### config.mk
export PLATFORM = sky130hd
export DESIGN_NAME = imem_arbiter_flat
export DESIGN_NICKNAME = d
export VERILOG_FILES = /design/src/rtl/imem_arbiter_if.sv /design/src/rtl/imem_arbiter.sv /design/src/flat_wrapper.sv
export SDC_FILE = /design/constraint.sdc
export NUM_CORES = 1
export LEC_CHECK = 0
export ABC_AREA = 1
export CAP_MARGIN = 30
export CORE_AREA = 2 2 96 98
export DETAILED_ROUTE_END_ITERATION = 10
export DIE_AREA = 0 0 98 100
export MAX_ROUTING_LAYER = met4
export PLACE_DENSITY = 0.73
export SYNTH_ARGS = -nofsm -noshare
export SYNTH_HDL_FRONTEND = slang
export SYNTH_SLANG_ARGS = --single-unit
### constraint.sdc
create_clock -name clk -period 1.2 [get_ports clk]
set_clock_uncertainty 0.15 [all_clocks]
set_input_delay 0.24 -clock clk [delete_from_list [all_inputs] [get_ports clk]]
set_output_delay 0.24 -clock clk [all_outputs]
set_load 0.005 [all_outputs]
### src/rtl/imem_arbiter_if.sv
// Bus bundle between the instruction-memory arbiter, its two requesters
// (fetch, loader/debug) and the single-port synchronous-read memory.
// slave: arbiter side. master: requester/memory side.
interface imem_arbiter_if #(
  parameter int DEPTH = 256
) ();
  localparam int IDX_W = $clog2(DEPTH);

  // fetch
  logic             f_req_valid;
  logic             f_req_ready;
  logic [31:0]      f_req_addr;
  logic             f_flush;
  logic             f_rsp_valid;
  logic [31:0]      f_rsp_data;
  logic             f_rsp_err;
  // loader / debug
  logic             l_hold;
  logic             l_req_valid;
  logic             l_req_ready;
  logic             l_req_we;
  logic [31:0]      l_req_addr;
  logic [31:0]      l_req_wdata;
  logic             l_rsp_valid;
  logic [31:0]      l_rsp_data;
  logic             l_rsp_err;
  // memory port
  logic             mem_en;
  logic             mem_we;
  logic [IDX_W-1:0] mem_addr;
  logic [31:0]      mem_wdata;
  logic [31:0]      mem_rdata;

  modport slave (
    input  f_req_valid, f_req_addr, f_flush,
    input  l_hold, l_req_valid, l_req_we, l_req_addr, l_req_wdata,
    input  mem_rdata,
    output f_req_ready, f_rsp_valid, f_rsp_data, f_rsp_err,
    output l_req_ready, l_rsp_valid, l_rsp_data, l_rsp_err,
    output mem_en, mem_we, mem_addr, mem_wdata
  );

  modport master (
    output f_req_valid, f_req_addr, f_flush,
    output l_hold, l_req_valid, l_req_we, l_req_addr, l_req_wdata,
    output mem_rdata,
    input  f_req_ready, f_rsp_valid, f_rsp_data, f_rsp_err,
    input  l_req_ready, l_rsp_valid, l_rsp_data, l_rsp_err,
    input  mem_en, mem_we, mem_addr, mem_wdata
  );
endinterface

### src/rtl/imem_arbiter.sv
// imem_arbiter: shares one synchronous-read instruction memory between the
// fetch unit (read-only) and the loader/debug port (read/write). Loader has
// priority; one grant per cycle; responses return exactly one cycle later.
// Optional starvation guard: define IMEM_ARB_STARVE_GUARD_EN to force a fetch
// grant after BURST_MAX consecutive loader grants while fetch waits.
module imem_arbiter #(
  parameter int DEPTH     = 256,
  parameter int BURST_MAX = 4
) (
  input logic           clk,
  input logic           rst,
  imem_arbiter_if.slave bus
);
  localparam int IDX_W = $clog2(DEPTH);

  typedef enum logic [1:0] {IDLE, F_RSP, L_RSP} trk_e;

  trk_e             state_q, state_d;
  logic             err_q, err_d;
  logic             wr_q, wr_d;
  logic             f_bad, l_bad;
  logic             force_f;
  logic             f_rdy, l_rdy;
  logic             f_gnt, l_gnt;
  logic             mem_en, mem_we;
  logic [IDX_W-1:0] mem_addr;
  logic [31:0]      mem_wdata;

  // Misaligned or beyond the array: accepted, but never reaches memory.
  function automatic logic addr_bad(input logic [31:0] a);
    return (a[1:0] != 2'b00) || ({2'b00, a[31:2]} >= 32'(DEPTH));
  endfunction

  assign f_bad = addr_bad(bus.f_req_addr);
  assign l_bad = addr_bad(bus.l_req_addr);

`ifdef IMEM_ARB_STARVE_GUARD_EN
  localparam int CNT_W = $clog2(BURST_MAX + 1);
  logic [CNT_W-1:0] cnt_q, cnt_d;

  // Fetch is forced only when it can actually be granted this cycle.
  assign force_f = (cnt_q == CNT_W'(BURST_MAX)) && bus.f_req_valid &&
                   bus.l_req_valid && !bus.l_hold && !bus.f_flush;

  // Count loader grants that overtake a waiting, non-held fetch.
  always_comb begin
    cnt_d = cnt_q;
    if (!bus.f_req_valid || bus.l_hold || f_gnt)
      cnt_d = '0;
    else if (l_gnt && cnt_q != CNT_W'(BURST_MAX))
      cnt_d = cnt_q + 1'b1;
  end

  // Starvation counter register.
  always_ff @(posedge clk or posedge rst) begin
    if (rst) cnt_q <= '0;
    else     cnt_q <= cnt_d;
  end
`else
  assign force_f = 1'b0;
`endif

  // Readies: loader first unless forced; everything blocked during reset.
  always_comb begin
    f_rdy = 1'b0;
    l_rdy = 1'b0;
    if (!rst) begin
      l_rdy = !force_f;
      f_rdy = !bus.l_hold && !bus.f_flush && (!bus.l_req_valid || force_f);
    end
  end

  assign f_gnt = bus.f_req_valid && f_rdy;
  assign l_gnt = bus.l_req_valid && l_rdy;

  // Memory command for the winner, driven in the grant cycle.
  always_comb begin
    mem_en    = 1'b0;
    mem_we    = 1'b0;
    mem_addr  = '0;
    mem_wdata = '0;
    if (l_gnt) begin
      mem_en    = !l_bad;
      mem_we    = !l_bad && bus.l_req_we;
      mem_addr  = bus.l_req_addr[IDX_W+1:2];
      mem_wdata = bus.l_req_wdata;
    end else if (f_gnt) begin
      mem_en    = !f_bad;
      mem_addr  = bus.f_req_addr[IDX_W+1:2];
    end
  end

  // Tracker next state: remember owner/err/write of this cycle's grant.
  always_comb begin
    state_d = IDLE;
    err_d   = 1'b0;
    wr_d    = 1'b0;
    if (l_gnt) begin
      state_d = L_RSP;
      err_d   = l_bad;
      wr_d    = bus.l_req_we;
    end else if (f_gnt) begin
      state_d = F_RSP;
      err_d   = f_bad;
    end
  end

  // Pending-response record; reset drops anything in flight.
  always_ff @(posedge clk or posedge rst) begin
    if (rst) begin
      state_q <= IDLE;
      err_q   <= 1'b0;
      wr_q    <= 1'b0;
    end else begin
      state_q <= state_d;
      err_q   <= err_d;
      wr_q    <= wr_d;
    end
  end

  assign bus.f_req_ready = f_rdy;
  assign bus.l_req_ready = l_rdy;
  assign bus.mem_en      = mem_en;
  assign bus.mem_we      = mem_we;
  assign bus.mem_addr    = mem_addr;
  assign bus.mem_wdata   = mem_wdata;

  // A flushed fetch response is dropped outright, data included.
  assign bus.f_rsp_valid = (state_q == F_RSP) && !bus.f_flush;
  assign bus.f_rsp_err   = bus.f_rsp_valid && err_q;
  assign bus.f_rsp_data  = (bus.f_rsp_valid && !err_q) ? bus.mem_rdata : 32'h0;

  assign bus.l_rsp_valid = (state_q == L_RSP);
  assign bus.l_rsp_err   = bus.l_rsp_valid && err_q;
  assign bus.l_rsp_data  = (bus.l_rsp_valid && !err_q && !wr_q) ? bus.mem_rdata : 32'h0;
endmodule

### src/flat_wrapper.sv
// flat-port wrapper written by rule: the top's interface ports become plain ports
module imem_arbiter_flat 
#(
  parameter int DEPTH     = 256,
  parameter int BURST_MAX = 4
)
  (clk, rst, bus_f_req_valid, bus_f_req_addr, bus_f_flush, bus_l_hold, bus_l_req_valid, bus_l_req_we, bus_l_req_addr, bus_l_req_wdata, bus_mem_rdata, bus_f_req_ready, bus_f_rsp_valid, bus_f_rsp_data, bus_f_rsp_err, bus_l_req_ready, bus_l_rsp_valid, bus_l_rsp_data, bus_l_rsp_err, bus_mem_en, bus_mem_we, bus_mem_addr, bus_mem_wdata);
  imem_arbiter_if #(.DEPTH(DEPTH)) bus_i ();
  input logic clk;
  input logic rst;
  input wire logic [$bits(bus_i.f_req_valid)-1:0] bus_f_req_valid;
  input wire logic [$bits(bus_i.f_req_addr)-1:0] bus_f_req_addr;
  input wire logic [$bits(bus_i.f_flush)-1:0] bus_f_flush;
  input wire logic [$bits(bus_i.l_hold)-1:0] bus_l_hold;
  input wire logic [$bits(bus_i.l_req_valid)-1:0] bus_l_req_valid;
  input wire logic [$bits(bus_i.l_req_we)-1:0] bus_l_req_we;
  input wire logic [$bits(bus_i.l_req_addr)-1:0] bus_l_req_addr;
  input wire logic [$bits(bus_i.l_req_wdata)-1:0] bus_l_req_wdata;
  input wire logic [$bits(bus_i.mem_rdata)-1:0] bus_mem_rdata;
  output wire logic [$bits(bus_i.f_req_ready)-1:0] bus_f_req_ready;
  output wire logic [$bits(bus_i.f_rsp_valid)-1:0] bus_f_rsp_valid;
  output wire logic [$bits(bus_i.f_rsp_data)-1:0] bus_f_rsp_data;
  output wire logic [$bits(bus_i.f_rsp_err)-1:0] bus_f_rsp_err;
  output wire logic [$bits(bus_i.l_req_ready)-1:0] bus_l_req_ready;
  output wire logic [$bits(bus_i.l_rsp_valid)-1:0] bus_l_rsp_valid;
  output wire logic [$bits(bus_i.l_rsp_data)-1:0] bus_l_rsp_data;
  output wire logic [$bits(bus_i.l_rsp_err)-1:0] bus_l_rsp_err;
  output wire logic [$bits(bus_i.mem_en)-1:0] bus_mem_en;
  output wire logic [$bits(bus_i.mem_we)-1:0] bus_mem_we;
  output wire logic [$bits(bus_i.mem_addr)-1:0] bus_mem_addr;
  output wire logic [$bits(bus_i.mem_wdata)-1:0] bus_mem_wdata;
  assign bus_i.f_req_valid = bus_f_req_valid;
  assign bus_i.f_req_addr = bus_f_req_addr;
  assign bus_i.f_flush = bus_f_flush;
  assign bus_i.l_hold = bus_l_hold;
  assign bus_i.l_req_valid = bus_l_req_valid;
  assign bus_i.l_req_we = bus_l_req_we;
  assign bus_i.l_req_addr = bus_l_req_addr;
  assign bus_i.l_req_wdata = bus_l_req_wdata;
  assign bus_i.mem_rdata = bus_mem_rdata;
  assign bus_f_req_ready = bus_i.f_req_ready;
  assign bus_f_rsp_valid = bus_i.f_rsp_valid;
  assign bus_f_rsp_data = bus_i.f_rsp_data;
  assign bus_f_rsp_err = bus_i.f_rsp_err;
  assign bus_l_req_ready = bus_i.l_req_ready;
  assign bus_l_rsp_valid = bus_i.l_rsp_valid;
  assign bus_l_rsp_data = bus_i.l_rsp_data;
  assign bus_l_rsp_err = bus_i.l_rsp_err;
  assign bus_mem_en = bus_i.mem_en;
  assign bus_mem_we = bus_i.mem_we;
  assign bus_mem_addr = bus_i.mem_addr;
  assign bus_mem_wdata = bus_i.mem_wdata;
  imem_arbiter #(.DEPTH(DEPTH), .BURST_MAX(BURST_MAX)) u_core (.clk(clk), .rst(rst), .bus(bus_i));
endmodule
==> results.json <==
{
  "cp_data_required_time_ns": 0.81,
  "leakagePower_nw": 2.44,
  "multi_input_area_sq_um": 1220,
  "core_sq_um": 8890,
  "cp_max_fo": 7,
  "cts_buffers": 3,
  "cts-root-buf": "clkbuf_8",
  "area_growth_pct": 274,
  "synth_xor_area_share_pct": 0,
  "power_switching_uw": 500,
  "synth-seq-cells": 4,
  "grt_pass1_wl_um": 12900,
  "drc": 0,
  "wl_um": 8750,
  "dp_hpwl_um": 6360,
  "seqPwrFrac_pct": 9.6,
  "hold_class": "primary input to flop",
  "syn_avg_cell_area_sq_um": 4.71,
  "startpoint": "u_core.state_q[1]",
  "gp_congestion": 0.854,
  "worstSetupEndpointType": "output port",
  "fmax_ghz": 0.510,
  "antenna_found_initial": 0,
  "period_minus_slack_ns": 1.96,
  "path_class": "flop to output port",
  "dp_slack_ns": -1.13,
  "regArea_sq_um": 100,
  "worst_path_largest_cell_delay_ns": 0.38,
  "arrival_ns": 1.57,
  "io_pins": 247,
  "yosys_warnings": 0,
  "setup_violations": 111,
  "syn-num-nets": 391,
  "path_cells": "buf_6 -> nor3_4 -> nand2_4 -> buf_12 -> buf_16 -> nor2_4 -> buf_2",
  "synthesis.area_sq_um": 1210,
  "final_nets": 691,
  "cts_tree": "done",
  "dp_cells": 620,
  "die_area_sq_um": 9800,
  "violations": "negative setup slack",
  "htreeDepth": 1,
  "synth_cells": 256,
  "status": "finished, violations left",
  "cp_slowest_cell": "dfrtp_1",
  "grt.total_usage_pct": 16.8,
  "synth-compound-area-share_pct": 5.81,
  "via_per_inst": 4.00,
  "worst_pin_slew_ns": 0.299,
  "internal-power_mw": 1.03,
  "drt_iter0_markers": 16,
  "synth_mux_area_share_pct": 0,
  "ys_types": 15,
  "crit_end": "bus_f_rsp_data[16]",
  "start_kind": "flop",
  "num_antenna_cells": 0,
  "power_mw": 1.53,
  "period_share_pct": 163,
  "vdd_drop_max_uv": 202,
  "swShare_pct": 32.7,
  "fillers": 867,
  "wire_per_inst_um": 13.2,
  "synthAdderAreaFrac_pct": 0,
  "whs_ns": 0.264,
  "initial_core_util_pct": 13.6,
  "maxCapViolCount": 0,
  "worst_slew_margin_rel_pct": 79.9,
  "dr_total_vias": 2663,
  "grt_pass1_vias": 2710,
  "synth_seq_area_share_pct": 8.30,
  "p_clk_share_pct": 18.0,
  "clock-sinks": 4,
  "drtAntennaViolNets": 0,
  "clock_path_buffers": 2,
  "setup_slack_ns": -0.760,
  "dr.pass1.iters": 4,
  "port_buffers": 246,
  "synth_simple_gate_area_share_pct": 54.8,
  "final-hold-violation-count": 0,
  "num_rows": 35,
  "chipWidth_um": 98,
  "combPwrFrac_pct": 72.5,
  "drive_gt1_share_pct": 57.2,
  "die_h_um": 100,
  "synth_top_family_by_area": "simple AND/OR/NAND/NOR gates",
  "clk_pin_slew_ns": 0.03,
  "grt_max_degree": 9,
  "p_per_area_nw_per_um2": 339,
  "rsz0062_at_grt": "yes",
  "final_cells": 665,
  "drv_slew": 0,
  "grt_overflow_total": 0
}
-- state kept, by name, indices dropped and copies added (netlist names) --
signal,cells
u_core.state_q,2
u_core.wr_q,1
u_core.err_q,1
-- cells in the final DEF (no fill, tap or decap), types with 2 or more instances in the layout --
cell             netlist  routed
inv_4                  0       3
nand2_1               18      14
clkbuf_2               0      11
dfrtp_1                4       4
clkdlybuf4s15_2        0       5
inv_1                 72      66
a22o_1                 8       8
nand4_1                2       2
buf_16                 0       8
buf_6                  7      30
buf_8                  0       4
buf_12                 0       9
clkdlybuf4s50_1        0      79
nand2_4                0       3
nand2_2                2       2
nor2_4                 0      42
dlygate4sd2_1          0      27
clkdlybuf4s15_1        0       8
buf_2                  3     103
nor2_2                13      66
clkbuf_8               0       3
buf_4                  1      20
nor2_1               121      26
inv_2                  1       3
-- power by group through the flow --
| stage | logic [mW] | clock network (mW) | registers (mW) |
|---|---|---|---|
| 6_report | 1.11 | 0.275 | 0.146 |
| 5_1_grt | 1.19 | 0.298 | 0.147 |
| 2_1_floorplan | 0.241 | 0 | 0.146 |
| 3_5_place_dp | 0.951 | 0 | 0.147 |
| 4_1_cts | 1.06 | 0.288 | 0.146 |
| 3_3_place_gp | 0.941 | 0 | 0.147 |
-- stage by stage --
stage | setup TNS, ns | instance area (sq um) | util [%]
2_1_floorplan | -6.67 | 1290 | -
3_3_place_gp | -102.77 | 3970 | 44.6
3_5_place_dp | -103.78 | 3970 | 44.6
4_1_cts | -53.53 | 4340 | 48.8
5_1_grt | -58.79 | 4520 | 50.8
6_report | -52.36 | 4520 | 50.8
-- cells in the mapped netlist --
master | number | share of area, %
nor2_1 | 121 | 38
inv_1 | 72 | 22
nand2_1 | 18 | 5.6
nor2_2 | 13 | 6.7
a22o_1 | 8 | 5.8
buf_6 | 7 | 6.5
dfrtp_1 | 4 | 8.3
buf_2 | 3 | 1.2
nand2_2 | 2 | 1.0
nand3_1 | 2 | 0.83
nand4_1 | 2 | 1.0
buf_4 | 1 | 0.62
inv_2 | 1 | 0.31
nor3_4 | 1 | 1.3
nor4_1 | 1 | 0.52
-- worst min path at each step --
| stage | slack [ns] | depth (start not counted) | end | startpoint |
|---|---|---|---|---|
| final | 0.26 | 4 | u_core.state_q[1] | rst |
| after global routing | 0.27 | 4 | u_core.state_q[1] | rst |
| after CTS | 0.27 | 7 | u_core.err_q | bus_l_req_addr[12] |
| after detailed placement | 0.50 | 3 | u_core.wr_q | rst |
| after global placement | 0.50 | 3 | u_core.err_q | rst |
| after floorplan | -0.13 | 1 | u_core.err_q | rst |
-- critical path, delay by kind of cell (launching register included) --
family	cells	cell delay (ns)
buf+inv	4	0.53
simple gates	3	0.43
flops	1	0.38
-- timing repair --
item | CTS | global route
endpoints found under the setup margin | 115 | 112
hold buffers | 1 | 0
gates resized for setup | 611 | 92
pin swaps | 60 | 21
endpoints found under the hold margin | 4 | 0
buffers inserted | 43 | 3
cloned | 9 | 0
-- cell type report --
cell class	count	area share (%)
inverters	73	6.40
clock buffers	3	0.914
multi-input cells	168	27.1
repair buffers	306	60.3
well taps	111	3.07
flip-flops and latches	4	2.22
-- logic make-up (layout without fill, tap and decap cells) --
kind of cell    count (synthesis)  after routing
buf+inv                        84            382
compound gates                  8              8
flops                           4              4
simple gates                  160            160
-- routing by layer --
layer | track usage (%) | vias to the layer above | share of wire (%)
met3 | 2.37 | 14 | 8.2
met4 | 5.45 | 0 | 1.8
li1 | - | 1315 | -
met1 | 17.2 | 1177 | 34
met2 | 32.9 | 157 | 56
met5 | - | - | 0
Power figures use the tool's default switching activity.
